--- src/rtl/wb_sram_port0_bridge_if.sv ---
// ---------------------------------------------------------------------------
// wb_sram_port0_bridge_if
//
// Wishbone classic bus bundle for wb_sram_port0_bridge.
//   master modport : drives cyc/stb/we/sel/adr/dat_i, receives ack/dat_o
//   slave modport  : the mirror image, used by the bridge
//
// Optional feature macro: WB_SRAM_BRIDGE_ERR_EN adds the wb_err_o signal.
// ---------------------------------------------------------------------------
interface wb_sram_port0_bridge_if;
  logic        wb_cyc_i;
  logic        wb_stb_i;
  logic        wb_we_i;
  logic [3:0]  wb_sel_i;
  logic [31:0] wb_adr_i;
  logic [31:0] wb_dat_i;
  logic        wb_ack_o;
  logic [31:0] wb_dat_o;
`ifdef WB_SRAM_BRIDGE_ERR_EN
  logic        wb_err_o;

  modport master (
    output wb_cyc_i, wb_stb_i, wb_we_i, wb_sel_i, wb_adr_i, wb_dat_i,
    input  wb_ack_o, wb_dat_o, wb_err_o
  );

  modport slave (
    input  wb_cyc_i, wb_stb_i, wb_we_i, wb_sel_i, wb_adr_i, wb_dat_i,
    output wb_ack_o, wb_dat_o, wb_err_o
  );
`else
  modport master (
    output wb_cyc_i, wb_stb_i, wb_we_i, wb_sel_i, wb_adr_i, wb_dat_i,
    input  wb_ack_o, wb_dat_o
  );

  modport slave (
    input  wb_cyc_i, wb_stb_i, wb_we_i, wb_sel_i, wb_adr_i, wb_dat_i,
    output wb_ack_o, wb_dat_o
  );
`endif
endinterface

--- src/rtl/wb_sram_port0_bridge.sv ---
// ---------------------------------------------------------------------------
// wb_sram_port0_bridge
//
// Wishbone classic slave mapping a 4*2^ADDR_WIDTH byte window at BASE_ADDR
// onto the RW port (port 0) of a 256x32 dual-port OpenRAM macro.
//
// Ports:
//   clk          single clock, also the macro's clk0
//   rst_n        asynchronous active-low reset
//   wb           Wishbone slave bundle (cyc/stb/we/sel/adr/dat_i, ack/dat_o)
//   sram_csb0    active-low chip select (combinational from the bus)
//   sram_web0    active-low write enable
//   sram_wmask0  byte write mask
//   sram_addr0   word address
//   sram_din0    write data
//   sram_dout0   macro read data, valid only between the falling edge and
//                the next rising edge after a read is sampled
//
// Latency: write request -> ack 2 cycles, read request -> ack 3 cycles.
//
// Optional feature macro: WB_SRAM_BRIDGE_ERR_EN. When defined, a write with
// an all-zero byte select is not issued to the macro and is answered with
// wb_err_o instead of wb_ack_o.
// ---------------------------------------------------------------------------
module wb_sram_port0_bridge #(
  parameter logic [31:0] BASE_ADDR  = 32'h3000_0000,
  parameter int          ADDR_WIDTH = 8,
  parameter int          DATA_WIDTH = 32
) (
  input  logic                  clk,
  input  logic                  rst_n,
  wb_sram_port0_bridge_if.slave wb,
  output logic                  sram_csb0,
  output logic                  sram_web0,
  output logic [3:0]            sram_wmask0,
  output logic [ADDR_WIDTH-1:0] sram_addr0,
  output logic [DATA_WIDTH-1:0] sram_din0,
  input  logic [DATA_WIDTH-1:0] sram_dout0
);

  localparam int TAG_LSB = ADDR_WIDTH + 2;

  localparam logic [1:0] ST_IDLE    = 2'd0;
  localparam logic [1:0] ST_RD_WAIT = 2'd1;
  localparam logic [1:0] ST_ACK     = 2'd2;

  logic [1:0]            state;
  logic [1:0]            state_nxt;
  logic                  hit;
  logic                  req;
  logic                  accept;
  logic                  bad_write;
  logic                  sram_go;
  logic                  resp_busy;
  logic                  ack_q;
  logic                  err_flag;
  logic [DATA_WIDTH-1:0] dat_q;
  logic                  unused_adr;

  // Byte offset bits carry no information for a word-wide macro.
  assign unused_adr = ^wb.wb_adr_i[1:0];

  assign hit = (wb.wb_adr_i[31:TAG_LSB] == BASE_ADDR[31:TAG_LSB]);
  assign req = wb.wb_cyc_i & wb.wb_stb_i & hit;

  // The response cycle (ack/err high) still belongs to the finished transfer:
  // the master keeps stb high until it has seen ack, so accepting again here
  // would repeat the access. This gives the 3/4-cycle minimum spacing.
  assign accept = (state == ST_IDLE) & req & ~resp_busy;

`ifdef WB_SRAM_BRIDGE_ERR_EN
  logic err_q;

  assign bad_write = wb.wb_we_i & (wb.wb_sel_i == 4'b0000);
  assign resp_busy = ack_q | err_q;
  assign wb.wb_err_o = err_q;
`else
  assign bad_write = 1'b0;
  assign resp_busy = ack_q;
`endif

  // Macro signals are combinational so the macro samples the request on the
  // same edge the FSM leaves IDLE. rst_n gates csb so reset alone idles it.
  assign sram_go     = accept & ~bad_write;
  assign sram_csb0   = ~(sram_go & rst_n);
  assign sram_web0   = ~wb.wb_we_i;
  assign sram_wmask0 = wb.wb_sel_i;
  assign sram_addr0  = wb.wb_adr_i[ADDR_WIDTH+1:2];
  assign sram_din0   = wb.wb_dat_i;

  assign wb.wb_ack_o = ack_q;
  assign wb.wb_dat_o = dat_q;

  // NOTE: every variable assigned in always_comb gets a default first, so no
  // path leaves it unassigned and no latch is inferred.
  always_comb begin
    state_nxt = state;
    unique case (state)
      ST_IDLE:    if (accept) state_nxt = wb.wb_we_i ? ST_ACK : ST_RD_WAIT;
      ST_RD_WAIT: state_nxt = ST_ACK;
      ST_ACK:     state_nxt = ST_IDLE;
      default:    state_nxt = ST_IDLE;
    endcase
  end

  // NOTE: sequential state uses non-blocking assignments so every register
  // samples pre-edge values regardless of block ordering.
  always_ff @(posedge clk or negedge rst_n) begin
    if (!rst_n) begin
      state    <= ST_IDLE;
      ack_q    <= 1'b0;
      dat_q    <= '0;
`ifdef WB_SRAM_BRIDGE_ERR_EN
      err_q    <= 1'b0;
      err_flag <= 1'b0;
`endif
    end else begin
      state <= state_nxt;
      // The response is registered one cycle behind the ACK state.
      ack_q <= (state == ST_ACK) & ~err_flag;
      // sram_dout0 is only valid up to this edge; capture it here and hold it
      // until the next read.
      if (state == ST_RD_WAIT) dat_q <= sram_dout0;
`ifdef WB_SRAM_BRIDGE_ERR_EN
      err_q <= (state == ST_ACK) & err_flag;
      if (accept) err_flag <= bad_write;
`endif
    end
  end

`ifndef WB_SRAM_BRIDGE_ERR_EN
  assign err_flag = 1'b0;
`endif

endmodule

--- src/flat_wrapper.sv ---
// flat-port wrapper written by rule: the top's interface ports become plain ports
module wb_sram_port0_bridge_flat 
#(
  parameter logic [31:0] BASE_ADDR  = 32'h3000_0000,
  parameter int          ADDR_WIDTH = 8,
  parameter int          DATA_WIDTH = 32
)
  (clk, rst_n, sram_csb0, sram_web0, sram_wmask0, sram_addr0, sram_din0, sram_dout0, wb_wb_cyc_i, wb_wb_stb_i, wb_wb_we_i, wb_wb_sel_i, wb_wb_adr_i, wb_wb_dat_i, wb_wb_ack_o, wb_wb_dat_o);
  wb_sram_port0_bridge_if wb_i ();
  input  logic clk;
  input  logic rst_n;
  output logic sram_csb0;
  output logic sram_web0;
  output logic [3:0] sram_wmask0;
  output logic [ADDR_WIDTH-1:0] sram_addr0;
  output logic [DATA_WIDTH-1:0] sram_din0;
  input  logic [DATA_WIDTH-1:0] sram_dout0;
  input wire logic [$bits(wb_i.wb_cyc_i)-1:0] wb_wb_cyc_i;
  input wire logic [$bits(wb_i.wb_stb_i)-1:0] wb_wb_stb_i;
  input wire logic [$bits(wb_i.wb_we_i)-1:0] wb_wb_we_i;
  input wire logic [$bits(wb_i.wb_sel_i)-1:0] wb_wb_sel_i;
  input wire logic [$bits(wb_i.wb_adr_i)-1:0] wb_wb_adr_i;
  input wire logic [$bits(wb_i.wb_dat_i)-1:0] wb_wb_dat_i;
  output wire logic [$bits(wb_i.wb_ack_o)-1:0] wb_wb_ack_o;
  output wire logic [$bits(wb_i.wb_dat_o)-1:0] wb_wb_dat_o;
  assign wb_i.wb_cyc_i = wb_wb_cyc_i;
  assign wb_i.wb_stb_i = wb_wb_stb_i;
  assign wb_i.wb_we_i = wb_wb_we_i;
  assign wb_i.wb_sel_i = wb_wb_sel_i;
  assign wb_i.wb_adr_i = wb_wb_adr_i;
  assign wb_i.wb_dat_i = wb_wb_dat_i;
  assign wb_wb_ack_o = wb_i.wb_ack_o;
  assign wb_wb_dat_o = wb_i.wb_dat_o;
  wb_sram_port0_bridge #(.BASE_ADDR(BASE_ADDR), .ADDR_WIDTH(ADDR_WIDTH), .DATA_WIDTH(DATA_WIDTH)) u_core (.clk(clk), .rst_n(rst_n), .wb(wb_i), .sram_csb0(sram_csb0), .sram_web0(sram_web0), .sram_wmask0(sram_wmask0), .sram_addr0(sram_addr0), .sram_din0(sram_din0), .sram_dout0(sram_dout0));
endmodule
--- config.mk ---
export PLATFORM = sky130hd
export DESIGN_NAME = wb_sram_port0_bridge_flat
export DESIGN_NICKNAME = d
export VERILOG_FILES = /design/src/rtl/wb_sram_port0_bridge_if.sv /design/src/rtl/wb_sram_port0_bridge.sv /design/src/flat_wrapper.sv
export SDC_FILE = /design/constraint.sdc
export NUM_CORES = 1
export LEC_CHECK = 0
export BUFFER_PORTS_ARGS = -buffer_cell sky130_fd_sc_hd__buf_2
export CAP_MARGIN = 20
export CORE_ASPECT_RATIO = 1.25
export CORE_MARGIN = 8
export CORE_UTILIZATION = 25
export CTS_CLUSTER_SIZE = 30
export DETAILED_ROUTE_END_ITERATION = 8
export PLACE_DENSITY = 0.7
export SETUP_SLACK_MARGIN = 0.02
export SYNTH_ARGS = -nofsm -noshare
export SYNTH_HDL_FRONTEND = slang
export SYNTH_SLANG_ARGS = --single-unit
--- constraint.sdc ---
create_clock -name clk -period 1.6 [get_ports clk]
set_input_delay 0.32 -clock clk [delete_from_list [all_inputs] [get_ports clk]]
set_output_delay 0.32 -clock clk [all_outputs]
set_load 0.05 [all_outputs]
== Word-level counts from Yosys, hierarchy flattened ==
Cells that the tools add are included.
W data, S select, Z words.

* Register bits after elaboration: 35
* Output and inout port bits: 79

* Equal/unequal tests: 4
* Mux-type cells: 3
* Bitwise gates (word level): 8
* Reduce and logical (&&, ||, !) cells: 1

{| class="wikitable"
|+ Operator list
! operator !! count
|-
| $eq A22 B20 Y1 const B || 1
|-
| $and A1 B1 Y1 || 5
|-
| $mux W2 || 2
|-
| $pmux W2 S2 || 1
|-
| $not A1 Y1 || 3
|-
| $eq A2 B1 Y1 const B || 1
|-
| $eq A2 B2 Y1 const B || 1
|-
| $logic_not A2 Y1 || 1
|-
| $ne A2 B1 Y1 const B || 1
|}

== Logic depth before layout (Yosys ltp) ==
* Depth in word-level cells: 6
* Gate-level depth with buffers: 5

== Least setup slack after synthesis ==
Ideal clock, no wire load.

* Path kind: register to output
* From: register u_core.ack_q, in the netlist u_core.wb.wb_ack_o
* To: output port sram_csb0
* Path buffers: 0
* Data arrival time: 1531 ps
* Setup slack: -251 ps
* Cell stages (with the launch flop): 4
* Cells stage by stage: dfrtp_1 > nor4b_1 > nand4_1 > or3_1

* Cells in the longest elaborated chain, start to end: 4

{| class="wikitable"
|+ Ends and longest elaborated chain
! what !! line !! text
|-
| start: declaration || wb_sram_port0_bridge.sv:55 || <nowiki>logic ack_q;</nowiki>
|-
| start signal: assignment || wb_sram_port0_bridge.sv:120 || <nowiki>ack_q <= (state == ST_ACK) & ~err_flag;</nowiki>
|-
| $not A1 Y1 || wb_sram_port0_bridge.sv:69 || <nowiki>assign accept = (state == ST_IDLE) & req & ~resp_busy;</nowiki>
|-
| $and A1 B1 Y1 || wb_sram_port0_bridge.sv:69 ||
|-
| $and A1 B1 Y1 || wb_sram_port0_bridge.sv:85 || <nowiki>assign sram_csb0 = ~(sram_go & rst_n);</nowiki>
|-
| $not A1 Y1 || wb_sram_port0_bridge.sv:85 ||
|-
| end: declaration || flat_wrapper.sv:12 || <nowiki>output logic sram_csb0;</nowiki>
|}

No other way between the ends.

== Final worst setup path ==
* From: register u_core.state[1]
* To: output port sram_csb0

* Cells in the longest elaborated chain, start to end: 5

{| class="wikitable"
|+ Ends and longest elaborated chain
! what !! line !! text
|-
| start: declaration || wb_sram_port0_bridge.sv:47 || <nowiki>logic [1:0] state;</nowiki>
|-
| start signal: assignment || wb_sram_port0_bridge.sv:118 || <nowiki>state <= state_nxt;</nowiki>
|-
| $logic_not A2 Y1 || wb_sram_port0_bridge.sv:69 ||
|-
| $and A1 B1 Y1 (2 in series) || wb_sram_port0_bridge.sv:69 ||
|-
| $and A1 B1 Y1 || wb_sram_port0_bridge.sv:85 ||
|-
| $not A1 Y1 || wb_sram_port0_bridge.sv:85 ||
|}

No other way between the ends.

==> metrics.md <==
| Metric | Value |
|---|---|
| Status | complete, but fails checks |
| Failing checks | negative setup slack |
| CP startpoint kind | register |
| Sw Ratio | 22.4% |
| Commonest non-fill, non-tap cell in the layout | buf_2 |
| Antenna Cells | 0 |
| P_leak | 1.21 nW |
| Min Tclk post-route | 1.95 ns |
| Drt wl/cell | 15.9 um |
| P_sw | 359 uW |
| RSZ-0062 raised after global routing | true |
| Drt pass-1 iters | 2 |
| Hold WC Path Type | primary input to asynchronous set/reset pin |
| Die height | 109 um |
| Final Slew Violations | 0 |
| Worst Setup Path Type | register to primary output |
| DP Wirelength | 3490 um |
| Post-synthesis cell area | 1710 um2 |
| Post-Place Worst Slack | -0.198 ns |
| GR Overflow Total | 0 |
| CP Max Fanout | 2 |
| Clock buffer count from CTS | 5 |
| Root Buffer | clkbuf_8 |
| 1st-iter DRT viols | 13 |
| Launch point of the worst reg-to-reg path | u_core.state[1]$_DFFE_PN0P_ |
| Total track usage | 9.26% |
| Slew @ Worst Pin | 0.448 ns |
| Clock group share of total power | 38.4% |
| Post-route ant nets | 0 |
| Peak supply drop | 515 uV |
| Sequential element share of the synthesized area | 51.2% |
| Die area | 9770 um2 |
| CP arrival | 1.63 ns |
| PnR worst setup slack | -0.350 ns |
| Comb power frac | 6.5% |
| Hold_ws | 0.103 ns |
| Nets@finish | 298 |
| CTS tree | built |
| Cell count after synthesis | 133 |
| Placeable Area | 6610 um2 |
| Cell Pwr Density | 757 nW/um2 |
| Fillers | 703 |
| DRC viols | 0 |
| Htree depth | 2 |
| Starting Density | 25.9% |
| Pin count of the biggest net entering global routing | 36 |
| Most frequent cells in the layout | buf_2, dfrtp_1, mux2_2 |
| Seq pwr share | 55.1% |
| Area grow syn2layout | 23.8% |
| Initial antenna violation count | 0 |
| Reg2reg setup slack | 0.03 ns |
| Share of cells above drive strength 1 | 75.3% |
| Main area contributors after synthesis | dfrtp_1, mux2_2, buf_4, nor4_1, nor4b_1 |
| Synth top area share | 51.2% |
| Net count after synthesis | 238 |
| Later-pin clock latency in the skew report | 0.28 ns |
| Syn_area_per_cell | 12.9 um2 |
| Internal Power | 1.25 mW |
| Vias in the first global route | 1466 |
| DR vias/cell | 4.27 |
| Number of cell rows | 33 |
| Io pins | 184 |
| Crit. End Element | primary output |
| FF-to-FF path depth | 5 |
| Final design utilization | 32.1% |
| Maxcap violations | 0 |
| FF+latch count, synth | 35 |
| Syn. warnings | 0 |
| Final Hold Viols | 0 |
| First-pass GRT wire length | 7190 um |
| Final worst path period share | 122% |
| Vias | 1199 |
| Max transition margin | 70.2% |
| CTS Buffer Depth | 2 |
| Netlist cell types | 14 |
| Routability cong. | 0.700 |
| Final WL | 4460 um |
| Final setup violation count | 1 |
| Reg-to-reg endpoint | u_core.wb.wb_dat_o[10]$_DFFE_PN0P_ |
| Worst endpoint required time | 1.28 ns |
| TritonCTS sink count | 35 |
| Clk_skew | 0.00312 ns |
| Die X | 90.0 um |
| Fmax | 513 MHz |
| Port-buffer cells | 93 |
| Reg clk slew, reported paths | 0.07 ns |
| Leading area contributor after synthesis | dfrtp_1 |
==> how the worst max path moves through the flow <==
stage,startpoint,endpoint,slack (ns),cells past startpoint
after floorplan,u_core.wb.wb_ack_o$_DFF_PN0_,sram_csb0,-0.07,3
after global placement,wb_wb_adr_i[15],sram_csb0,-0.16,5
after detailed placement,wb_wb_adr_i[15],sram_csb0,-0.20,5
after CTS,u_core.state[1]$_DFFE_PN0P_,sram_csb0,-0.36,4
after global routing,u_core.state[1]$_DFFE_PN0P_,sram_csb0,-0.45,4
final,u_core.state[1]$_DFFE_PN0P_,sram_csb0,-0.35,4
==> worst max-delay path, cell delays in order (launching register included) <==
cell and delay [ns]:
dfrtp_1 0.40, nor4b_2 0.24, nand4_1 0.15, or3_4 0.39, buf_6 0.16
==> cell families (layout without fill, tap and decap cells) <==
| group | after synthesis | in the layout | share of synthesized area (%) |
|---|---|---|---|
| AND/OR/NAND/NOR | 14 | 14 | 5.70 |
| flip-flops | 35 | 35 | 51.2 |
| buffers and inverters | 51 | 112 | 21.6 |
| AO/OA/AOI/OAI | 1 | 1 | 0.512 |
| multiplexers | 32 | 32 | 21.1 |
==> power by group through the flow <==
stage	logic (mW)	clock network (mW)	registers, mW
after floorplan	0.310	0	0.902
after global placement	0.102	0	0.901
after detailed placement	0.105	0	0.901
after CTS	0.106	0.662	0.884
after global routing	0.118	0.703	0.884
final	0.104	0.617	0.884
==> cell usage after synthesis <==
| cell | n |
|---|---|
| dfrtp_1 | 35 |
| nor4b_1 | 2 |
| inv_1 | 3 |
| mux2_2 | 32 |
| buf_2 | 1 |
| o41ai_1 | 1 |
| nor2b_1 | 2 |
| or3_1 | 2 |
| nor2_1 | 1 |
| nor3_1 | 1 |
| nand4_1 | 2 |
| nor4b_2 | 1 |
| buf_4 | 47 |
| nor4_1 | 3 |
==> sequential cells by signal, indices dropped and copies added, names as in the netlist <==
signal / flops
u_core.state: 2
u_core.wb.wb_dat_o: 32
u_core.wb.wb_ack_o: 1
==> stage by stage <==
step | power [mW] | TNS, ns | cells | cell area (um2)
after floorplan | 1.21 | -0.0685 | 133 | 1720
after global placement | 1.00 | -0.164 | 271 | 2000
after detailed placement | 1.01 | -0.198 | 271 | 2000
after CTS | 1.65 | -0.364 | 280 | 2100
after global routing | 1.70 | -1.38 | 281 | 2120
final | 1.60 | -0.350 | 281 | 2120
==> area by class of cell <==
type,instances,area [um2],area share [%]
Clock buffer,6,72.6,3.42
Clock inverter,2,12.5,0.590
Inverter,3,11.3,0.531
Multi-Input combinational cell,47,493,23.3
Sequential cell,35,877,41.4
Tap cell,87,109,5.14
Timing Repair Buffer,101,544,25.7
==> metal layers <==
metal / vias to the layer above / GRT usage (%) / share of wire [%]
met4: 0 / 7.15 / 5.6
li1: 523 / - / -
met1: 568 / 8.46 / 35
met5: - / 0 / 0
met3: 34 / 5.68 / 12
met2: 74 / 14.9 / 47
==> timing repair <==
item | in CTS | in global routing
setup endpoints to repair | 1 | 2
buffers inserted | 1 | 1
hold buffers | 0 | 0
gates resized for setup | 3 | 1
No activity file was read; power rests on OpenSTA's default activity.
